## src/rtl/controlador_fifo_pkg.sv

```systemverilog
`default_nettype none
// +------------------------------------------------------------------+
// | Package : controlador_fifo_pkg                                   |
// | Purpose : shared definitions for the FIFO controller: default    |
// |           address width and FSM state encoding.                  |
// | Revision: 1.0 - initial release                                  |
// +------------------------------------------------------------------+
package controlador_fifo_pkg;

  localparam int ADDR_W_DEF = 3;

  // Binary encoding, visible on the estado debug port.
  typedef enum logic [2:0] {
    ST_INIT   = 3'd0,
    ST_IDLE   = 3'd1,
    ST_ACTIVE = 3'd2,
    ST_FULL   = 3'd3,
    ST_ERROR  = 3'd4
  } estado_t;

endpackage : controlador_fifo_pkg
`default_nettype wire

```

## src/rtl/controlador_fifo_contador_ptr.sv

```systemverilog
`default_nettype none
// +------------------------------------------------------------------+
// | Module  : contador_ptr                                           |
// | Purpose : W-bit wrapping pointer counter with enable and         |
// |           synchronous clear (clear has priority over enable).    |
// | Ports   : clk, reset_L (async, active low), clear, en,           |
// |           count [W-1:0]                                          |
// | Revision: 1.0 - initial release                                  |
// +------------------------------------------------------------------+
module contador_ptr #(
  parameter int W = 3
) (
  input  logic         clk,
  input  logic         reset_L,
  input  logic         clear,
  input  logic         en,
  output logic [W-1:0] count
);

  // Natural modulo-2**W wrap of an unsigned counter.
  always_ff @(posedge clk or negedge reset_L) begin
    if (!reset_L)   count <= '0;
    else if (clear) count <= '0;
    else if (en)    count <= count + W'(1);
  end

endmodule : contador_ptr
`default_nettype wire

```

## src/rtl/controlador_fifo.sv

```systemverilog
`default_nettype none
// +------------------------------------------------------------------+
// | Module  : controlador_fifo                                       |
// | Purpose : control unit for a dual-port-memory FIFO. Turns push/  |
// |           pop requests into memory strobes and addresses, keeps  |
// |           occupancy, decodes full/empty/almost flags and traps   |
// |           overflow/underflow into a sticky ERROR state.          |
// | Ports   : clk, reset_L (async, active low), init,                |
// |           umbral_alto/umbral_bajo [ADDR_W:0] thresholds,         |
// |           push, pop -> wr_en/wr_addr, rd_en/rd_addr, rd_valid,   |
// |           cuenta [ADDR_W:0], full, empty, almost_full,           |
// |           almost_empty, error, estado [2:0]                      |
// | Revision: 1.0 - initial release                                  |
// +------------------------------------------------------------------+
module controlador_fifo
  import controlador_fifo_pkg::*;
#(
  parameter int ADDR_W = ADDR_W_DEF
) (
  input  logic              clk,
  input  logic              reset_L,
  input  logic              init,
  input  logic [ADDR_W:0]   umbral_alto,
  input  logic [ADDR_W:0]   umbral_bajo,
  input  logic              push,
  input  logic              pop,
  output logic              wr_en,
  output logic [ADDR_W-1:0] wr_addr,
  output logic              rd_en,
  output logic [ADDR_W-1:0] rd_addr,
  output logic              rd_valid,
  output logic [ADDR_W:0]   cuenta,
  output logic              full,
  output logic              empty,
  output logic              almost_full,
  output logic              almost_empty,
  output logic              error,
  output logic [2:0]        estado
);

  localparam logic [ADDR_W:0] DEPTH = (ADDR_W+1)'(2**ADDR_W);

  estado_t           state;
  logic [ADDR_W:0]   alto_q;
  logic [ADDR_W:0]   bajo_q;
  logic [ADDR_W:0]   cuenta_next;
  logic              pop_ok;
  logic              push_ok;
  logic              overflow;
  logic              underflow;
  logic              clr;

  // A pending init overrides any request in the same cycle.
  assign pop_ok    = !init && pop &&
                     (state == ST_ACTIVE || state == ST_FULL);
  // Push into a full FIFO only works when a pop frees a slot this cycle.
  assign push_ok   = !init && push &&
                     (state == ST_IDLE || state == ST_ACTIVE ||
                      (state == ST_FULL && pop_ok));
  // A pop on empty paired with a push is just a push (no fall-through),
  // so only a lone pop counts as underflow.
  assign overflow  = !init && (state == ST_FULL) && push && !pop;
  assign underflow = !init && (state == ST_IDLE) && pop && !push;

  // Clearing on the init cycle itself means INIT is entered already clean.
  assign clr       = init || (state == ST_INIT);

  assign wr_en     = push_ok;
  assign rd_en     = pop_ok;

  always_comb begin
    cuenta_next = cuenta;
    if (push_ok && !pop_ok)      cuenta_next = cuenta + (ADDR_W+1)'(1);
    else if (pop_ok && !push_ok) cuenta_next = cuenta - (ADDR_W+1)'(1);
  end

  contador_ptr #(.W(ADDR_W)) u_wr_ptr (
    .clk     (clk),
    .reset_L (reset_L),
    .clear   (clr),
    .en      (push_ok),
    .count   (wr_addr)
  );

  contador_ptr #(.W(ADDR_W)) u_rd_ptr (
    .clk     (clk),
    .reset_L (reset_L),
    .clear   (clr),
    .en      (pop_ok),
    .count   (rd_addr)
  );

  always_ff @(posedge clk or negedge reset_L) begin
    if (!reset_L) begin
      state    <= ST_INIT;
      cuenta   <= '0;
      alto_q   <= '0;
      bajo_q   <= '0;
      rd_valid <= 1'b0;
      error    <= 1'b0;
    end else begin
      rd_valid <= pop_ok;
      if (state == ST_INIT) begin
        alto_q <= umbral_alto;
        bajo_q <= umbral_bajo;
      end
      if (clr) begin
        cuenta <= '0;
        error  <= 1'b0;
      end else begin
        cuenta <= cuenta_next;
        if (overflow || underflow) error <= 1'b1;
      end

      if (init) begin
        state <= ST_INIT;
      end else begin
        case (state)
          ST_INIT:  state <= ST_IDLE;
          ST_ERROR: state <= ST_ERROR;
          default: begin
            if (overflow || underflow)     state <= ST_ERROR;
            else if (cuenta_next == '0)    state <= ST_IDLE;
            else if (cuenta_next == DEPTH) state <= ST_FULL;
            else                           state <= ST_ACTIVE;
          end
        endcase
      end
    end
  end

  assign estado       = state;
  assign full         = (cuenta == DEPTH);
  assign empty        = (cuenta == '0);
  // A zero threshold (the reset value) would otherwise raise almost_full
  // on an empty FIFO, so an empty FIFO is never almost full.
  assign almost_full  = (cuenta != '0) && (cuenta >= alto_q);
  assign almost_empty = (cuenta <= bajo_q);

endmodule : controlador_fifo
`default_nettype wire

```

## config.mk

```make
export PLATFORM = sky130hd
export DESIGN_NAME = controlador_fifo
export DESIGN_NICKNAME = d
export VERILOG_FILES = /design/src/rtl/controlador_fifo_pkg.sv /design/src/rtl/controlador_fifo_contador_ptr.sv /design/src/rtl/controlador_fifo.sv
export SDC_FILE = /design/constraint.sdc
export NUM_CORES = 1
export LEC_CHECK = 0
export ABC_AREA = 1
export CORE_MARGIN = 5
export CORE_UTILIZATION = 46
export DETAILED_ROUTE_END_ITERATION = 10
export HOLD_SLACK_MARGIN = 0.02
export MAX_ROUTING_LAYER = met4
export PLACE_DENSITY_LB_ADDON = 0.12
export SETUP_SLACK_MARGIN = 0.4
export SYNTH_ARGS = -nofsm -noshare
export SYNTH_HDL_FRONTEND = slang
export SYNTH_HIERARCHICAL = 1
export SYNTH_SLANG_ARGS = --single-unit
```

## constraint.sdc

```tcl
create_clock -name clk -period 4.71 [get_ports clk]
set_input_delay 0.942 -clock clk [delete_from_list [all_inputs] [get_ports clk]]
set_output_delay 0.942 -clock clk [all_outputs]
set_load 0.05 [all_outputs]
```

======== Word-level counts from Yosys, hierarchy flattened ========
Cells that the tools add are included.
cells by class
  add/subtract/negate cells ............... 4
  magnitude comparators ................... 2
  equality and inequality tests ........... 6
  mux-type cells .......................... 14
  reductions and logical operators ........ 31
operators with widths
  kind                   number
  $mux W3                6
  $logic_and A1 B1 Y1    14
  $mux W4                3
  $eq A4 B4 Y1 const B   2
  $logic_not A4 Y1       2
  $add A3 B1 Y3 const B  2
  $eq A3 B2 Y1 const B   2
  $pmux W3 S2            1
  $reduce_bool A2 Y1     3
  $logic_not A1 Y1       5
  $logic_or A1 B1 Y1     5
  $add A4 B1 Y4 const B  1
  $ge A4 B4 Y1           1
  $le A4 B4 Y1           1
  $reduce_bool A4 Y1     1
  $sub A4 B1 Y4 const B  1
  $eq A3 B1 Y1 const B   1
  $eq A3 B3 Y1 const B   1
  $logic_not A3 Y1       1
  $mux W1                3
  $mux W2                1
storage, ports and cells
  register bits ........................... 23
  output and inout bits ................... 21

======== Logic depth before layout (Yosys ltp) ========
  depth in word-level cells ............... 16
  depth in mapped cells ................... 12

======== Hierarchy ========
Netlist, hierarchy kept.
modules (own cells, without submodules)
  module            instances  cells an instance  area an instance (um^2)
  controlador_fifo  1          149                1153.6
  contador_ptr      2          17                 142.6

======== Worst setup path before layout ========
OpenSTA, ideal clock, no wires.
  path type ............................... flip-flop to output port
  from .................................... register cuenta[0]
  to ...................................... output almost_empty
  arrival time ............................ 2.301 ns
  required time ........................... 3.768 ns
  path slack .............................. 1.467 ns
  cell stages (with the launch flop) ...... 5
  buffers on the path ..................... 0
  path through ............................ dfrtp_1 -> inv_1 -> ha_1 -> nand2_1 -> o21ai_0
between the ends
  word-level cells in the longest chain between the ends .. 1
ends and longest elaborated chain
  element                   RTL line                 RTL
  start: declaration        controlador_fifo.sv:32   output logic [ADDR_W:0] cuenta,
  start signal: assignment  controlador_fifo.sv:111  cuenta <= cuenta_next;
  $le A4 B4 Y1              controlador_fifo.sv:138  assign almost_empty = (cuenta <= bajo_q);
  end: declaration          controlador_fifo.sv:36   output logic almost_empty,
No other way between the ends.

======== Worst setup path in the final report ========
  from .................................... input init
  to ...................................... output wr_en
between the ends
  word-level cells in the longest chain between the ends .. 6
  elaborated cells on any way between the ends .. 7
  classes of those cells .................. reduce/logical (7)
ends and longest elaborated chain
  element                           RTL line                                        RTL
  start: declaration                controlador_fifo.sv:22                          input logic init,
  $logic_not A1 Y1 (*)              controlador_fifo.sv:54, controlador_fifo.sv:57
  $logic_and A1 B1 Y1 (2 in a row)  controlador_fifo.sv:54                          assign pop_ok = !init && pop &&
  $logic_and A1 B1 Y1               controlador_fifo.sv:59                          (state == ST_FULL && pop_ok));
  $logic_or A1 B1 Y1                controlador_fifo.sv:58                          (state == ST_IDLE || state == ST_ACTIVE ||
  $logic_and A1 B1 Y1 (*)           controlador_fifo.sv:57                          assign push_ok = !init && push &&
  end: declaration                  controlador_fifo.sv:27                          output logic wr_en,
Mark *: on every way between the ends. The rest lies on a longest branch, timed or not.

==> run_summary.xml <==
<?xml version="1.0" encoding="UTF-8"?>
<metrics>
  <group name="layout">
    <metric name="post_layout_nonfiller_instances" unit="">262</metric>
    <metric name="synthToLayoutAreaGrowth" unit="%">28.0</metric>
    <metric name="layout_commonest_cell" unit="">sky130_fd_sc_hd__nand2_1</metric>
    <metric name="number_of_filler_instances_in_the_final_layout" unit="">280</metric>
    <metric name="layout-drive-gt1-share" unit="%">8.72</metric>
    <metric name="antennaDiodeCount" unit="">0</metric>
    <metric name="most-common-layout-cells" unit="">sky130_fd_sc_hd__nand2_1 (45), sky130_fd_sc_hd__clkdlybuf4s50_1 (33), sky130_fd_sc_hd__inv_1 (28)</metric>
    <metric name="finish.net_count" unit="">244</metric>
  </group>
  <group name="clocking">
    <metric name="count_of_instances_resized_after_the_clock_tree_is_built" unit="">0</metric>
    <metric name="cts_tree" unit="">done</metric>
    <metric name="tritoncts.num_buffers" unit="">3</metric>
    <metric name="cts.sinks" unit="">23</metric>
    <metric name="htree_num_levels" unit="">1</metric>
    <metric name="cts-hold-fix-buffers" unit="">0</metric>
    <metric name="cts_setup_buffers" unit="">0</metric>
    <metric name="worst_setup_hold_path_clk_slew" unit="ps">130</metric>
    <metric name="clock-root-buffer" unit="">sky130_fd_sc_hd__clkbuf_4</metric>
    <metric name="clock_path_buffers" unit="">2</metric>
    <metric name="insertion_delay" unit="ps">310</metric>
  </group>
  <group name="detailed_routing">
    <metric name="route.detailed.vias_per_inst" unit="">4.72</metric>
    <metric name="drcViolationCount" unit="">0</metric>
    <metric name="route.vias.total" unit="">1236</metric>
    <metric name="routedWlPerCell" unit="um">11.5</metric>
    <metric name="drt_pass1_iterations" unit="">4</metric>
    <metric name="detail_route.iter0.violations" unit="">96</metric>
    <metric name="drt_wl_total" unit="um">3020</metric>
    <metric name="ant_nets" unit="">0</metric>
  </group>
  <group name="setup_path">
    <metric name="cell_seen_most_often_among_critical_path_stages" unit="">sky130_fd_sc_hd__clkdlybuf4s50_1</metric>
    <metric name="crit_path_cell_trace" unit="">clkdlybuf4s50_1 &gt; inv_2 &gt; nand2_1 &gt; nor2_4 &gt; nand2_4 &gt; nor2_1 &gt; clkdlybuf4s50_1</metric>
    <metric name="critical_path.startpoint_type" unit="">input port</metric>
    <metric name="cp_arrival" unit="ps">3090</metric>
    <metric name="reg2reg_depth" unit="">8</metric>
    <metric name="reg_to_reg_start" unit="">estado[1]$_DFF_PN0_</metric>
    <metric name="worstPathMaxFanout" unit="">6</metric>
    <metric name="data_required_time_of_the_worst_path" unit="ps">3770</metric>
    <metric name="critPathKind" unit="">in -&gt; out</metric>
    <metric name="timing.reg2reg.setup_slack" unit="ps">2730</metric>
    <metric name="cpPeakStageDelay" unit="ps">880</metric>
    <metric name="timing.critical_path.to_type" unit="">output pin</metric>
    <metric name="cp_slowest_cell" unit="">sky130_fd_sc_hd__clkdlybuf4s50_1</metric>
    <metric name="worst_r2r_endpoint" unit="">u_wr_ptr/count[0]$_DFFE_PN0P_</metric>
  </group>
  <group name="yosys">
    <metric name="ys_ff_latch" unit="">23</metric>
    <metric name="synth_adder_area_share" unit="%">10.4</metric>
    <metric name="synth.cell_area" unit="um^2">1440</metric>
    <metric name="mapped_avg_cell_area" unit="um^2">7.86</metric>
    <metric name="synth_top_family_by_area" unit="">simple AND/OR/NAND/NOR gates</metric>
    <metric name="seq_area_frac_synth" unit="%">40.0</metric>
    <metric name="multiplexer_area_fraction_after_synthesis" unit="%">0</metric>
    <metric name="synthCells" unit="">183</metric>
    <metric name="synth.distinct_cells" unit="">26</metric>
    <metric name="synth_nets" unit="">208</metric>
    <metric name="yosysWarningCount" unit="">6</metric>
    <metric name="synth-compound-area-share" unit="%">8.70</metric>
    <metric name="synth-async-reset-ratio" unit="%">100</metric>
    <metric name="post_synth_and_or_nand_nor_area_fraction" unit="%">30.3</metric>
    <metric name="yosys.area_share.xor_xnor" unit="%">1.83</metric>
    <metric name="synth-edff-count" unit="">0</metric>
    <metric name="ys.flop_type" unit="">sky130_fd_sc_hd__dfrtp_1</metric>
  </group>
  <group name="power">
    <metric name="switching_share" unit="%">48.6</metric>
    <metric name="seq_power_share" unit="%">32.6</metric>
    <metric name="power.leakage" unit="nW">0.955</metric>
    <metric name="share_clk_of_total_power" unit="%">10.1</metric>
    <metric name="irDropWorstVdd" unit="uV">306</metric>
    <metric name="p_sw" unit="W">0.000426</metric>
    <metric name="powerDensity" unit="nW/um^2">477</metric>
    <metric name="total_power" unit="W">0.000878</metric>
    <metric name="power_report.internal_total" unit="W">0.000452</metric>
    <metric name="combinationalPowerShare" unit="%">57.3</metric>
  </group>
  <group name="die">
    <metric name="row_count" unit="">20</metric>
    <metric name="initial_core_util" unit="%">47.5</metric>
    <metric name="floorplan.core_area" unit="um^2">3030</metric>
    <metric name="floorplan.die.height" unit="um">65.9</metric>
    <metric name="top_level_ports" unit="">34</metric>
    <metric name="die_width" unit="um">65.9</metric>
    <metric name="floorplan.die_area" unit="um^2">4350</metric>
  </group>
  <group name="placed_design">
    <metric name="buffer_ports.inserted" unit="">33</metric>
    <metric name="placed_cells" unit="">258</metric>
    <metric name="gp_routability_congestion" unit="">0.825</metric>
    <metric name="post_detail_place_hpwl" unit="um">2370</metric>
  </group>
  <group name="status">
    <metric name="outcome" unit="">finished, final reports clean</metric>
  </group>
  <group name="timing">
    <metric name="clock_skew_after_layout" unit="ps">7.89</metric>
    <metric name="finalMaxSlewViolations" unit="">0</metric>
    <metric name="finalSetupTns" unit="ps">0</metric>
    <metric name="final_min_period_over_clock_period" unit="%">85.6</metric>
    <metric name="rsz0062_at_grt" unit="">no</metric>
    <metric name="timing.final.hold_violations" unit="">0</metric>
    <metric name="maxSlewHeadroom" unit="%">31.2</metric>
    <metric name="period_needed" unit="ps">4030</metric>
    <metric name="achievable-frequency" unit="MHz">248</metric>
    <metric name="timing.hold.ws" unit="ps">509</metric>
    <metric name="max_slew.worst_pin.slew" unit="ps">1030</metric>
    <metric name="setup_viol_count_final" unit="">0</metric>
  </group>
  <group name="global_routing">
    <metric name="grt_pass1_vias" unit="">1182</metric>
    <metric name="largest_net_degree_at_the_start_of_global_routing" unit="">24</metric>
    <metric name="globalRouteOverflowTotal" unit="">0</metric>
    <metric name="grt_pass1_wl" unit="um">5140</metric>
    <metric name="grt.total_usage" unit="%">15.6</metric>
    <metric name="antenna_violations_before_repair" unit="">0</metric>
  </group>
  <group name="min_path">
    <metric name="hold_path.class" unit="">reg -&gt; reg</metric>
    <metric name="end_point_of_the_worst_hold_path" unit="">alto_q[0]$_DFFE_PN0P_</metric>
    <metric name="hp-start" unit="">alto_q[0]$_DFFE_PN0P_</metric>
    <metric name="hold-path-cell-count" unit="">2</metric>
  </group>
  <group name="flow_run">
    <metric name="maxCapViolations" unit="">0</metric>
  </group>
</metrics>
## routing by layer
| layer | vias to the layer above | routed length [um] | track usage, % |
|---|---|---|---|
| met5 | - | 0 | - |
| li1 | 644 | - | - |
| met1 | 572 | 1400 | 20.1 |
| met4 | 0 | 11 | 4.06 |
| met2 | 18 | 1520 | 26.0 |
| met3 | 2 | 89 | 1.87 |
## flip-flops by register name, summed over array words and instances (netlist names)
signal / flops
rd_valid: 1
cuenta: 4
bajo_q: 4
alto_q: 4
u_rd_ptr/count: 3
u_wr_ptr/count: 3
error: 1
estado: 3
## per-stage QoR
step	utilization [%]	setup WS, ps	instance area, um^2
after CTS	60.8	685	1840
after global routing	60.8	580	1840
after floorplan	-	1470	1440
after global placement	59.9	791	1810
after detailed placement	59.9	697	1810
final	60.8	677	1840
## final cells by class
cell class / count / area (um^2) / share of cell area [%]
tap: 44 / 55.1 / 2.99
multi-input combinational: 127 / 737 / 40.0
clock inverter: 1 / 5.00 / 0.272
clock buffer: 3 / 22.5 / 1.22
sequential: 23 / 576 / 31.2
inverter: 31 / 116 / 6.32
timing repair buffer: 33 / 330 / 17.9
## cell usage after synthesis, drive strengths merged (2+ instances only)
master  count  area, um^2
nand3      11        55.1
nor2       23         106
o21ai      10        50.1
xor2        2        17.5
inv        30         113
dfrtp      23         576
nand2      52         233
ha         12         150
o21bai      2        15.0
o21a        2        15.0
nand4       3        33.8
a21oi       7        38.8
## power by group through the flow
stage	combinational, W	clock [W]	sequential (W)
after floorplan	0.000313	0	0.000346
after global placement	0.000497	0	0.000290
after detailed placement	0.000505	0	0.000291
after CTS	0.000511	0.0000939	0.000287
after global routing	0.000568	0.000103	0.000291
final	0.000503	0.0000886	0.000286
## critical path: cells and delay by family
kind / cells / cell delay, ps
buf+inv: 3 / 1430
simple gates: 4 / 700
## logic make-up (layout without fill, tap and decap cells)
kind of cell             after synthesis  count (layout)
flip-flops                            23              23
AO/OA/AOI/OAI                         22              22
AND/OR/NAND/NOR                       90              90
adder cells (fa/ha/maj)               12              12
buffers and inverters                 33              68
XOR/XNOR                               3               3
## how the worst max path moves through the flow
stage                                   start           end  slack, ps  depth (start not counted)
after floorplan           cuenta[0]$_DFF_PN0_  almost_empty       1470                          4
after global placement                   init         wr_en        790                          7
after detailed placement                 init         wr_en        700                          7
after CTS                                init         wr_en        690                          7
after global routing                     init         wr_en        580                          7
final                                    init         wr_en        680                          7
(Power assumes the default switching activity.)
